==> src/rtl/multisim_pull_dispatch.sv <==
// multisim_pull_dispatch
//   Round-robin dispatcher that shares one pulled valid/ready data stream
//   among NUM_REQ local consumers. It holds a single word, picks an enabled
//   consumer, and keeps that grant locked until the consumer accepts.
//
// Parameters
//   DATA_WIDTH  width of the data word
//   NUM_REQ     number of consumers (2..16)
//   IDX_W       width of the grant index (derived)
//
// Ports
//   clk        clock, all state on the rising edge
//   rst_n      asynchronous active-low reset
//   flush      synchronous drop of the held word (grant index kept)
//   up_vld     upstream word valid
//   up_rdy     dispatcher accepts the upstream word
//   up_data    upstream word
//   req_en     consumer i is eligible for the next word
//   dn_vld     one-hot: word offered to consumer i
//   dn_rdy     consumer i accepts
//   dn_data    held word, shared by all consumers
//   grant_idx  index of the current/last grant
//   busy       a word is held
//
// Optional feature (macro MULTISIM_PULL_DISPATCH_STATS_EN)
//   grant_cnt  per-consumer saturating count of accepted words
//   drop_cnt   saturating count of held words discarded by flush
module multisim_pull_dispatch #(
  parameter int DATA_WIDTH = 64,
  parameter int NUM_REQ    = 4,
  localparam int IDX_W     = $clog2(NUM_REQ)
) (
  input  logic                  clk,
  input  logic                  rst_n,
  input  logic                  flush,
  input  logic                  up_vld,
  output logic                  up_rdy,
  input  logic [DATA_WIDTH-1:0] up_data,
  input  logic [NUM_REQ-1:0]    req_en,
  output logic [NUM_REQ-1:0]    dn_vld,
  input  logic [NUM_REQ-1:0]    dn_rdy,
  output logic [DATA_WIDTH-1:0] dn_data,
  output logic [IDX_W-1:0]      grant_idx,
  output logic                  busy
`ifdef MULTISIM_PULL_DISPATCH_STATS_EN
  ,
  output logic [31:0]           grant_cnt [NUM_REQ],
  output logic [31:0]           drop_cnt
`endif
);

  typedef enum logic [1:0] {
    EMPTY   = 2'd0,
    PENDING = 2'd1,
    GRANTED = 2'd2
  } state_e;

  state_e                  state_q;
  logic [DATA_WIDTH-1:0]   data_q;
  logic [IDX_W-1:0]        grant_q;
  logic [NUM_REQ-1:0]      dn_vld_q;

  logic                    pick_found;
  logic [IDX_W-1:0]        pick_idx;
  logic [IDX_W-1:0]        cand_idx;
  int unsigned             cand;
  logic                    taken;

  // Round-robin search starting just after the last grant, wrapping.
  always_comb begin
    pick_found = 1'b0;
    pick_idx   = grant_q;
    cand       = 0;
    cand_idx   = '0;
    for (int unsigned i = 1; i <= NUM_REQ; i++) begin
      cand     = (32'(grant_q) + i) % NUM_REQ;
      cand_idx = IDX_W'(cand);
      if (!pick_found && req_en[cand_idx]) begin
        pick_found = 1'b1;
        pick_idx   = cand_idx;
      end
    end
  end

  // Only the granted lane's ready matters; other lanes are ignored.
  assign taken  = (state_q == GRANTED) && dn_rdy[grant_q];
  assign up_rdy = !flush && ((state_q == EMPTY) || taken);

  always_ff @(posedge clk or negedge rst_n) begin
    if (!rst_n) begin
      state_q  <= EMPTY;
      data_q   <= '0;
      grant_q  <= IDX_W'(NUM_REQ - 1);
      dn_vld_q <= '0;
    end else if (flush) begin
      state_q  <= EMPTY;
      dn_vld_q <= '0;
    end else begin
      case (state_q)
        EMPTY, GRANTED: begin
          if (up_vld && up_rdy) begin
            // Capture (also back-to-back after a take) and arbitrate at once.
            data_q <= up_data;
            if (pick_found) begin
              state_q  <= GRANTED;
              grant_q  <= pick_idx;
              dn_vld_q <= NUM_REQ'(1) << pick_idx;
            end else begin
              state_q  <= PENDING;
              dn_vld_q <= '0;
            end
          end else if (taken) begin
            state_q  <= EMPTY;
            dn_vld_q <= '0;
          end
        end
        PENDING: begin
          if (pick_found) begin
            state_q  <= GRANTED;
            grant_q  <= pick_idx;
            dn_vld_q <= NUM_REQ'(1) << pick_idx;
          end
        end
        default: begin
          state_q  <= EMPTY;
          dn_vld_q <= '0;
        end
      endcase
    end
  end

  assign dn_vld    = dn_vld_q;
  assign dn_data   = data_q;
  assign grant_idx = grant_q;
  assign busy      = (state_q != EMPTY);

`ifdef MULTISIM_PULL_DISPATCH_STATS_EN
  always_ff @(posedge clk or negedge rst_n) begin
    if (!rst_n) begin
      for (int unsigned i = 0; i < NUM_REQ; i++) grant_cnt[i] <= '0;
      drop_cnt <= '0;
    end else begin
      // A word offered in a flush cycle is dropped, not delivered.
      for (int unsigned i = 0; i < NUM_REQ; i++) begin
        if (!flush && dn_vld_q[i] && dn_rdy[i] && (grant_cnt[i] != '1))
          grant_cnt[i] <= grant_cnt[i] + 32'd1;
      end
      if (flush && (state_q != EMPTY) && (drop_cnt != '1))
        drop_cnt <= drop_cnt + 32'd1;
    end
  end
`endif

  a_up_stable: assert property (@(posedge clk) disable iff (!rst_n)
    (up_vld && !up_rdy) |=> (up_vld && $stable(up_data)));

  a_dn_onehot: assert property (@(posedge clk) disable iff (!rst_n)
    $onehot0(dn_vld));

endmodule

==> config.mk <==
export PLATFORM = sky130hd
export DESIGN_NAME = multisim_pull_dispatch
export DESIGN_NICKNAME = d
export VERILOG_FILES = /design/src/rtl/multisim_pull_dispatch.sv
export SDC_FILE = /design/constraint.sdc
export NUM_CORES = 1
export LEC_CHECK = 0
export CORE_ASPECT_RATIO = 0.7
export CORE_MARGIN = 1
export CORE_UTILIZATION = 41
export DETAILED_ROUTE_END_ITERATION = 7
export GPL_TIMING_DRIVEN = 0
export PLACE_DENSITY_LB_ADDON = 0.3
export SLEW_MARGIN = 20
export SYNTH_ARGS = -nofsm -noshare
export SYNTH_HDL_FRONTEND = slang
export SYNTH_SLANG_ARGS = --single-unit
==> constraint.sdc <==
create_clock -name clk -period 2.3 [get_ports clk]
set_clock_uncertainty 0.2 [all_clocks]
set_input_delay 0.23 -clock clk [delete_from_list [all_inputs] [get_ports clk]]
set_output_delay 0.23 -clock clk [all_outputs]
set_load 0.005 [all_outputs]
# After elaboration in Yosys (flattened, before gate mapping)

Index checks and enable logic that the tools add are counted.

Register bits: 72
Input port bits: 76
Logic and storage cells: 71

$add $sub $neg: 4
$lt $le $gt $ge: 5
Equality and inequality tests: 5
Shift-type cells: 1
Multiplexer cells: 33
Bitwise operators: 1
Reduce and logical (&&, ||, !) cells: 18

Operators by type and width:

| operator                                                             | number |
|---|---|
| 2-bit 2-to-1 mux                                                     | 11 |
| 4-bit 2-to-1 mux                                                     | 5 |
| 2-bit by 3-bit < comparator with 1-bit output, second input constant | 5 |
| 1-bit binary-select mux with 2-bit select                            | 5 |
| 1-bit 2-to-1 mux                                                     | 9 |
| 2-bit case mux with 2 select lines                                   | 2 |
| 4-bit case mux with 2 select lines                                   | 1 |
| 1-bit logical AND                                                    | 6 |
| 3-bit AND reduction                                                  | 2 |
| 2-bit by 1-bit adder with 2-bit output, second input constant        | 2 |
| 2-bit adder, second input constant                                   | 2 |
| 1-bit logical NOT                                                    | 4 |
| 4-bit inequality test, second input constant                         | 1 |
| 2-bit nonzero test                                                   | 2 |
| 1-bit by 2-bit << shifter with 4-bit output, first input constant    | 1 |
| 3-bit inequality test, second input constant                         | 1 |
| 2-bit by 1-bit == test with 1-bit output, second input constant      | 1 |
| 2-bit == test, second input constant                                 | 1 |
| 2-bit logical NOT                                                    | 1 |
| 2-bit inequality test, second input constant                         | 1 |
| 2-bit AND reduction                                                  | 1 |
| 2-bit OR reduction                                                   | 1 |
| 1-bit logical OR                                                     | 1 |
| 1-bit NOT                                                            | 1 |

# Logic depth before layout (Yosys ltp)

Gate-level depths: netlist of the first run.

Depth in word-level cells: 18
Gate-level depth with buffers: 7

# Least setup slack after synthesis of the first run

OpenSTA, ideal clock, no wires.

Path type: register -> register
Start: register grant_q[0] (netlist: grant_idx[0])
End: register data_q[12] (netlist: dn_data[12])
Arrival time: 1.811 ns
Data required time: 1.975 ns
Setup slack: 0.164 ns
Cell stages (with the launch flop): 7
Buffers on the path: 2
Cell sequence: dfstp_2 -> mux2_4 -> o22a_4 -> nand3_4 -> buf_12 -> buf_12 -> mux2_4

Longest elaborated chain between the ends: 7

RTL lines:

| item                                      | RTL line | text |
|---|---|---|
| start, declared                           | 60       | `logic [IDX_W-1:0] grant_q;` |
| start signal, assigned                    | 93       | `grant_q <= IDX_W'(NUM_REQ - 1);` |
| start signal, assigned                    | 106      | `grant_q <= pick_idx;` |
| start signal, assigned                    | 120      | `grant_q <= pick_idx;` |
| 1-bit binary-select mux with 2-bit select | 86       | `assign taken = (state_q == GRANTED) && dn_rdy[grant_q];` |
| 1-bit 2-to-1 mux (implied by the code)    | 86       |  |
| 1-bit logical AND                         | 86       |  |
| 1-bit logical OR                          | 87       | `assign up_rdy = !flush && ((state_q == EMPTY) \|\| taken);` |
| 1-bit logical AND                         | 87       |  |
| 1-bit logical AND                         | 101      | `if (up_vld && up_rdy) begin` |
| 3-bit AND reduction (no line)             | --       |  |
| end signal, assigned                      | 103      | `data_q <= up_data;` |
| end, declared                             | 59       | `logic [DATA_WIDTH-1:0] data_q;` |

Every way passes these cells. The select of a mux whose other input is x is not followed.
A chain may end at the register's enable or synchronous reset.

# Worst setup path after layout of the first run

Start: register grant_q[0] (netlist: grant_idx[0])
End: register data_q[39] (netlist: dn_data[39])

Same word-level chain as after synthesis.

==> results of run 1 <==
[metrics by stage]
step           total power, mW  instance area, µm²
6_report                  4.94                5110
5_1_grt                   5.20                5110
4_1_cts                   4.99                5090
3_5_place_dp              3.70                4810
3_3_place_gp              3.65                4800
2_1_floorplan             2.66                3200
[critical path, delay by kind of cell (launching register included)]
kind | cells | cell delay [ns]
compound gates | 1 | 0.23
buf+inv | 3 | 0.41
flops | 1 | 0.58
mux | 2 | 0.63
simple gates | 1 | 0.08
[power groups by stage]
stage	logic, mW	registers (mW)	clock network [mW]
finish	1.87	1.85	1.22
global placement	1.79	1.86	0
CTS	1.88	1.85	1.26
floorplan	0.767	1.89	0
detailed placement	1.83	1.88	0
global route	2.00	1.90	1.31
[layout make-up]
type,count,area (µm²)
Buffer,9,136
Clock inverter,5,104
Multi-Input combinational cell,109,1240
Sequential cell,72,1800
Fill cell,561,2310
Tap cell,98,123
Inverter,6,22.5
Clock buffer,11,141
Timing Repair Buffer,154,1540
[path summary, 6_finish.rpt]
kind                                   start     endpoint  cells past startpoint
worst max-delay path            grant_idx[0]  dn_data[39]                      7
worst min-delay path                   rst_n  dn_data[54]                      2
worst max register to register  grant_idx[0]  dn_data[39]                      7
worst min register to register   dn_data[59]  dn_data[59]                      1
max in group asynchronous              rst_n  dn_data[27]                      3
min in group clk                 up_data[46]  dn_data[46]                      2
[flip-flops by register name, indices dropped and copies added (netlist names)]
register	count
state_q	2
grant_idx	2
dn_data	64
dn_vld	4
[what timing repair did]
| item | CTS | global route |
|---|---|---|
| setup buffers | 3 | 2 |
| hold buffers | 1 | 0 |
| setup endpoints to repair | 1 | 48 |
| endpoints found under the hold margin | 68 | 0 |
| pin swaps | 1 | 0 |
| resized for setup | 3 | 1 |
| cloned | 0 | 0 |
[kinds of logic (layout without fill, tap and decap cells)]
| group | Yosys count | count (layout) | synth area share [%] |
|---|---|---|---|
| AO/OA/AOI/OAI | 20 | 20 | 4.92 |
| buffers and inverters | 15 | 185 | 4.92 |
| flip-flops | 72 | 72 | 56.4 |
| multiplexers | 68 | 68 | 29.9 |
| AND/OR/NAND/NOR | 21 | 21 | 3.91 |
[cells in the final DEF, fill, tap and decap left out, types with 2 or more instances in the layout]
cell type / Yosys / layout
buf_12: 6 / 7
buf_4: 1 / 6
bufinv_16: 0 / 3
clkbuf_1: 2 / 2
clkbuf_8: 0 / 10
clkdlybuf4s50_1: 0 / 145
dfrtp_1: 70 / 70
dfstp_2: 2 / 2
inv_1: 6 / 6
mux2_2: 17 / 17
mux2_4: 51 / 51
nand2_1: 4 / 4
nand2b_1: 4 / 4
nor2_1: 6 / 6
o211ai_1: 2 / 2
o21a_1: 2 / 2
o21ai_0: 4 / 4
o32ai_1: 4 / 4
[layer usage]
layer / track usage (%) / share of wire [%]
met5: 0 / 0
met4: 7.40 / 1.3
met3: 6.80 / 9.5
met2: 28.6 / 44
met1: 25.2 / 46
==> qor.yml, run 1 <==
synth_cell_types: 30
cts_htree_levels: 3
syn_nets: 272
p_sw_share_pct: 24.8
die_area_um2: 8170
postRouteWirelength_um: 7310
ios: 148
diodes: 0
instances_no_fill: 464
viasPerCell: 4.66
max_stage_delay_ns: 0.58
antenna_left: 0
rsz0062_at_grt: "false"
path_cells: "mux2_4 -> o22a_4 -> buf_6 -> nand3_4 -> buf_12 -> buf_12 -> mux2_4"
core_area_um2: 7420
start_util_pct: 43.2
synth_area_per_cell_um2: 16.3
ir_drop_v: 0.000540
num_vias: 2162
cp_data_arrival_time_ns: 2.27
path_max_fanout: 10
hold_ws_ns: 0.161
area_growth_pct: 59.6
worstSkewPairLatency_ns: 0.34
yosys_warnings: 0
powerDensity_nw_per_um2: 966
tns_ns: 0
start_kind: "flop"
antenna_found_initial: 0
dp_cells: 442
dr.pass1.iters: 4
gp_congestion: 0.769
async_reset_ff_share_pct: 100
pre_cts_ws_ns: 0.0167
final-hold-violation-count: 0
cts_sinks: 72
clockRootBuffer: "clkbuf_8"
drt_iter0_drc: 41
r2r_slack_ns: 0.05
wl_per_cell_um: 15.8
grt_overflow_total: 0
worst_slack_ns: 0.0508
finalSetupViolCount: 0
endpoint_kind: "flop"
post-route-util_pct: 68.9
row_count: 26
drive_gt1_share_pct: 28.7
power_frac_seq_pct: 37.5
grt_pass1_vias: 2290
drc: 0
pwr-share-clk_pct: 24.7
io_buffer_count: 147
ys_top_cells_by_area: "dfrtp_1, mux2_4, mux2_2"
synth-edff-count: 0
synth-seq-area-share_pct: 56.4
clock.fmax_mhz: 445
power.combinational.fraction_pct: 37.8
synthTopCellsByCount: "dfrtp_1, mux2_4, mux2_2"
synthFlopType: "dfrtp_1"
grt_pass1_wl_um: 11800
numCtsBuffers: 9
p_leak_nw: 2.29
critPathRequiredTime_ns: 2.32
clk_pin_slew_ns: 0.08
critPathSlowestCell: "dfstp_2"
nets: 437
slew_violations: 0
fin_crit_sh_pct: 97.8
holdCritPathClass: "in -> async"
yosysTopAreaCell: "dfrtp_1"
path_class: "reg -> reg"
syn_inst: 196
dp_hpwl_um: 5360
internal-power_mw: 3.71
die_w_um: 108
period_needed_ns: 2.25
drv_cap: 0
cts_buffer_depth: 2
synth_area_um2: 3200
power.switching_mw: 1.23
worst_slew_pin_slew_ns: 0.419
grt_usage_pct: 19.1
cts_tree: "built"
grt_max_degree: 43
slew_headroom_pct: 72.0
yosysMostFrequentCell: "dfrtp_1"
status: "completed"
die_h_um: 75.9
ys_ff_latch: 72
synth_top_cell_area_share_pct: 54.7
Power figures use the tool's default switching activity.
==> run 2, diff against run 1 <==
--- a/config.mk
+++ b/config.mk
@@ -5,12 +5,15 @@
 export SDC_FILE = /design/constraint.sdc
 export NUM_CORES = 1
 export LEC_CHECK = 0
+export ABC_CLOCK_PERIOD_IN_PS = 2300
 export CORE_ASPECT_RATIO = 0.7
 export CORE_MARGIN = 1
-export CORE_UTILIZATION = 41
+export CORE_UTILIZATION = 43
+export CTS_BUF_LIST = sky130_fd_sc_hd__clkbuf_8
 export DETAILED_ROUTE_END_ITERATION = 7
 export GPL_TIMING_DRIVEN = 0
 export PLACE_DENSITY_LB_ADDON = 0.3
+export SKIP_CTS_REPAIR_TIMING = 1
 export SLEW_MARGIN = 20
 export SYNTH_ARGS = -nofsm -noshare
 export SYNTH_HDL_FRONTEND = slang
==> run 2 against run 1 <==
Count of clock-buffer cells in the layout shrank 1. Fmax is 0.67% higher. Sequential share of layout area grew 0.48 points. Power is 3.3% lower. Worst setup slack better by 0.015 ns. Die area fell by 4.5%. Critical path type unchanged. Routed wire length is 3.8% lower. Via count is 0.79% lower. Cell area shrank 1.3%. Worst hold slack better by 0.018 ns. First-iteration DRC count up 95%. Register-to-register slack is essentially flat.
==> qor.yml, run 2 (synthesis results as in run 1) <==
hold_ws_ns: 0.178  # +0.0175 ns
num_vias: 2145  # -0.79%
cts_tree: "built"
postRouteWirelength_um: 7030  # -3.8%
clk_pin_slew_ns: 0.08  # about the same
cts_buffer_depth: 2  # unchanged
start_kind: "flop"
cts_htree_levels: 3  # unchanged
holdCritPathClass: "in -> async"
path_max_fanout: 10  # unchanged
finalPower_mw: 4.77  # -3.3%
place_area_um2: 4810  # -0.10%
endpoint_kind: "flop"
drv_cap: 0  # unchanged
grt_usage_pct: 18.9  # -0.20 points
slew_headroom_pct: 71.1  # -0.95 points
core_area_um2: 6980  # -6.0%
worstSkewPairLatency_ns: 0.34  # about the same
pwr-share-clk_pct: 22.9  # -1.8 points
grt_pass1_vias: 2212  # -3.4%
start_util_pct: 45.9  # +2.7 points
grt_overflow_total: 0  # unchanged
powerDensity_nw_per_um2: 947  # -2.0%
drive_gt1_share_pct: 28.5  # -0.24 points
fin_area_um2: 5040  # -1.3%
worst_slew_pin_slew_ns: 0.434  # +0.0143 ns
rr_worst_depth: 6  # -1
fin_crit_sh_pct: 97.1  # -0.65 points
critPathSlowestCell: "dfstp_2"
finalSetupViolCount: 0  # unchanged
power_frac_seq_pct: 38.9  # +1.4 points
status: "completed"
dp_hpwl_um: 5110  # -4.8%
drt_iter0_drc: 80  # +95%
row_count: 25  # -3.8%
die_h_um: 74.2  # -2.3%
period_needed_ns: 2.23  # -0.0150 ns
clock.fmax_mhz: 448  # +0.67%
worst_slack_ns: 0.0658  # +0.0150 ns
fillers: 460  # -18%
numCtsBuffers: 9  # unchanged
grt_pass1_wl_um: 11000  # -6.5%
critPathRequiredTime_ns: 2.32  # about the same
path_cells: "mux2_4 -> o22a_4 -> nand3_4 -> buf_12 -> buf_12 -> mux2_4"
internal-power_mw: 3.57  # -3.7%
die_area_um2: 7800  # -4.5%
cp_num_buf_inv: 2  # -1
crit_cells: 6  # -1
slew_violations: 0  # unchanged
pre_cts_ws_ns: 0.0192  # +0.00247 ns
max_stage_delay_ns: 0.61  # +0.03 ns
critical_path.top_delay_family: "multiplexers"
cp_data_arrival_time_ns: 2.25  # -0.02 ns
nets: 433  # -0.92%
grt_max_degree: 40  # -7.0%
drc: 0  # unchanged
ios: 148  # unchanged
dp_cells: 438  # -0.90%
io_buffer_count: 147  # unchanged
diodes: 0  # unchanged
viasPerCell: 4.70  # +0.95%
rsz0062_at_grt: "false"
area_growth_pct: 57.5
p_sw_share_pct: 25.1  # +0.31 points
antenna_left: 0  # unchanged
final-hold-violation-count: 0  # unchanged
gp_congestion: 0.769  # about the same
cts_sinks: 72  # unchanged
antenna_found_initial: 0  # unchanged
instances_no_fill: 456  # -1.7%
ir_drop_v: 0.000485  # -10%
final_cell_mix: "clkdlybuf4s50_1, dfrtp_1, mux2_4, mux2_2, clkbuf_8"
wl_per_cell_um: 15.4  # -2.1%
path_class: "reg -> reg"
power.switching_mw: 1.20  # -2.1%
largest_reg_flops: 64  # unchanged
power.combinational.fraction_pct: 38.2  # +0.4 points
clockRootBuffer: "clkbuf_8"
die_w_um: 105  # -2.3%
dr.pass1.iters: 4  # unchanged
layout.cells.most_common: "clkdlybuf4s50_1"
p_leak_nw: 2.26  # -1.4%
## run 2: cell count changes in the layout (fill, tap and decap cells not counted), sizes merged
cell,change
clkinv,+1
buf,-4
bufinv,-1
clkdlybuf4s15,-1
clkinvlp,+1
## run 2: worst paths after layout
path	from	slack (ns)	end
setup reg to reg	grant_idx[0]	0.07	dn_data[46]
max in group asynchronous	rst_n	1.11	grant_idx[0]
min in group clk	up_data[2]	0.30	dn_data[2]
setup / recovery	grant_idx[0]	0.07	dn_data[46]
hold reg to reg	dn_data[1]	0.31	dn_data[1]
hold / removal	rst_n	0.18	dn_data[39]
## run 2: power groups by stage
stage               Clock (mW)  Combinational, mW  Sequential [mW]
floorplan                    0              0.767             1.89
global placement             0               1.79             1.86
detailed placement           0               1.82             1.88
CTS                       1.13               1.83             1.86
global route              1.18               1.95             1.90
finish                    1.09               1.82             1.86
## run 2: worst reg2reg max path: cells and delay by family (launching register included)
kind,cells,cell delay [ns]
buffers and inverters,2,0.32
DFF,1,0.61
and+or+nand+nor,1,0.09
AOI/OAI and AO/OA,1,0.25
muxes,2,0.64
## run 2: final cells by class
class	count	area, µm²	area share [%]
Buffer	9	136	2.70
Clock buffer	10	138	2.73
Clock inverter	6	82.6	1.64
Inverter	6	22.5	0.447
Multi-Input combinational cell	109	1240	24.6
Sequential cell	72	1800	35.8
Tap cell	94	118	2.33
Timing Repair Buffer	150	1500	29.8
## run 2: metrics by stage
stage | TNS (ns) | utilization [%]
2_1_floorplan | 0 | -
3_3_place_gp | -116.46 | 68.7
3_5_place_dp | 0 | 68.9
4_1_cts | -0.331 | 72.1
5_1_grt | 0 | 72.3
6_report | 0 | 72.3
## run 2: layer usage
layer	GRT usage, %	vias to the layer above	part of all wire, %
met4	6.57	0	1.2
met5	0	-	0
met3	7.45	10	9.3
met2	28.8	99	44
met1	24.9	1020	46
li1	-	1016	-
==> run 3, diff against run 2 <==
--- a/config.mk
+++ b/config.mk
@@ -8,9 +8,10 @@
 export ABC_CLOCK_PERIOD_IN_PS = 2300
 export CORE_ASPECT_RATIO = 0.7
 export CORE_MARGIN = 1
-export CORE_UTILIZATION = 43
+export CORE_UTILIZATION = 50
 export CTS_BUF_LIST = sky130_fd_sc_hd__clkbuf_8
 export DETAILED_ROUTE_END_ITERATION = 7
+export DONT_BUFFER_PORTS = 1
 export GPL_TIMING_DRIVEN = 0
 export PLACE_DENSITY_LB_ADDON = 0.3
 export SKIP_CTS_REPAIR_TIMING = 1
==> run 3 against run 2 <==
The flow now finishes with violations (design-rule violations). Count of clock-buffer cells in the layout did not move. Via count is 8.3% lower. Worst setup slack got worse by 0.022 ns. Worst hold slack got worse by 0.16 ns. Fmax down 0.99%. Sequential share of layout area is 6.3 points higher. Sequential cell count stayed put. Global-route usage fell by 0.45 points. Critical path depth unchanged. Power decreased by 17%. Critical path type unchanged. Largest cell class unchanged. Largest power group unchanged. Highest routed layer unchanged.
==> qor.yml, run 3 (synthesis results as in run 1) <==
ir_drop_v: 0.000515  # +6.2%
ios: 148  # unchanged
p_sw_share_pct: 28.4  # +3.2 points
instances_no_fill: 361  # -21%
r2r_start: "grant_idx[0]"
cts_buffer_depth: 2  # unchanged
critPathSlowestCell: "dfstp_2"
holdPathEnd: "dn_vld[2]"
dp_cells: 271  # -38%
grt_max_degree: 73  # +83%
final_cell_mix: "dfrtp_1, dlygate4sd3_1, mux2_4, mux2_2, clkbuf_8"
wl_per_cell_um: 20.6  # +33%
violations: "design-rule violations"
cts_sinks: 72  # unchanged
critical_path.top_delay_family: "flip-flops"
die_area_um2: 6730  # -14%
clk_pin_slew_ns: 0.07  # about the same
dp_hpwl_um: 4420  # -13%
gp_congestion: 0.694  # -9.8%
cp_num_buf_inv: 2  # unchanged
worst_slack_ns: 0.0434  # -0.0224 ns
core_area_um2: 5960  # -15%
holdPathStages: 2
antenna_left: 0  # unchanged
power.combinational.fraction_pct: 26.1  # -12 points
hold_ws_ns: 0.0147  # -0.163 ns
cts_htree_levels: 3  # unchanged
row_count: 23  # -8.0%
slew_headroom_pct: 71.1  # about the same
antenna_found_initial: 0  # unchanged
clock.fmax_mhz: 443  # -0.99%
tns_ns: 0  # unchanged
min-delay-start: "flush"
endpoint_kind: "flop"
worstSkewPairLatency_ns: 0.34  # about the same
die_w_um: 97.6  # -7.1%
largest_reg_flops: 64  # unchanged
powerDensity_nw_per_um2: 928  # -2.0%
holdCritPathClass: "in -> reg"
r2r_slack_ns: 0.04  # -0.02 ns
area_growth_pct: 34.0
cts_tree: "built"
final-hold-violation-count: 0  # unchanged
io_buffer_count: 0  # -100%
max_stage_delay_ns: 0.63  # +0.02 ns
grt_pass1_wl_um: 8980  # -18%
numCtsBuffers: 9  # unchanged
die_h_um: 69.0  # -7.1%
layout.cells.most_common: "dfrtp_1"
start_util_pct: 53.7  # +7.8 points
p_leak_nw: 2.01  # -11%
clockRootBuffer: "clkbuf_8"
path_max_fanout: 7  # -3
num_vias: 1966  # -8.3%
finalSetupViolCount: 0  # unchanged
rr_worst_depth: 6  # unchanged
pwr-share-clk_pct: 24.0  # +1.1 points
grt_pass1_vias: 1676  # -24%
grt_overflow_total: 0  # unchanged
start_kind: "flop"
internal-power_mw: 2.85  # -20%
viasPerCell: 5.45  # +16%
path_class: "reg -> reg"
period_needed_ns: 2.26  # +0.0224 ns
nets: 358  # -17%
pre_cts_ws_ns: 0.0226  # +0.00334 ns
diodes: 0  # unchanged
power_frac_seq_pct: 49.9  # +11 points
grt_usage_pct: 18.4  # -0.45 points
fin_crit_sh_pct: 98.1  # +0.98 points
drv_cap: 0  # unchanged
drc: 20  # +20
slew_violations: 0  # unchanged
power.switching_mw: 1.13  # -5.8%
drt_iter0_drc: 138  # +73%
cp_data_arrival_time_ns: 2.28  # +0.03 ns
critPathRequiredTime_ns: 2.33  # about the same
dr.pass1.iters: 6  # +2
drive_gt1_share_pct: 36.0  # +7.6 points
path_cells: "mux2_4 -> o22a_4 -> nand3_4 -> clkbuf_16 -> clkbuf_16 -> mux2_4"
worst_slew_pin_slew_ns: 0.429  # -0.00410 ns
status: "finished, violations left"
fillers: 363  # -21%
rsz0062_at_grt: "false"
postRouteWirelength_um: 7430  # +5.6%
r2r_end: "dn_data[30]"
run 3: worst max path at each step:
stage | startpoint | to | slack [ns] | cells after the start
after floorplan | grant_idx[0] | dn_data[12] | 0.16 | 6
after detailed placement | grant_idx[1] | dn_data[46] | 0.02 | 7
after CTS | grant_idx[1] | dn_data[44] | 0.008 | 7
after global routing | grant_idx[0] | dn_data[57] | 0.02 | 6
after global placement | grant_idx[1] | dn_data[54] | 0.07 | 7
final | grant_idx[0] | dn_data[30] | 0.04 | 6
run 3: power groups by stage:
stage	Combinational, mW	Clock (mW)	Sequential, mW
finish	1.04	0.955	1.99
global placement	0.817	0	1.98
detailed placement	0.862	0	1.99
floorplan	0.767	0	1.89
CTS	0.865	0.973	1.98
global route	1.11	1.05	2.03
run 3: per-layer routing:
layer	global-route usage, %	vias to the layer above	wire (µm)
met1	23.1	991	3000
met3	9.58	10	567
met2	28.2	106	3760
li1	-	859	-
met5	0	-	0
met4	5.11	0	106
run 3: layout make-up:
cell class                      instances  area, µm²  share of cell area, %
Multi-Input combinational cell        109       1240                   28.9
Clock inverter                          5       48.8                   1.14
Timing Repair Buffer                   75        808                   18.8
Sequential cell                        72       1800                   42.0
Clock buffer                           10        138                   3.21
Tap cell                               75       93.8                   2.19
Inverter                                6       22.5                  0.525
Buffer                                  9        136                   3.18
run 3: worst reg2reg max path, stage by stage, from the launching register on:
cell and delay, ns:
dfstp_2 0.63, mux2_4 0.33, o22a_4 0.28, nand3_4 0.10
clkbuf_16 0.17, clkbuf_16 0.15, mux2_4 0.29
run 3: metrics by stage:
| step | total power [mW] | util, % | area (µm²) |
|---|---|---|---|
| floorplan | 2.66 | - | 3200 |
| global placement | 2.80 | 55.3 | 3300 |
| detailed placement | 2.85 | 55.3 | 3300 |
| CTS | 3.82 | 58.5 | 3480 |
| global route | 4.18 | 72.0 | 4290 |
| finish | 3.98 | 72.0 | 4290 |
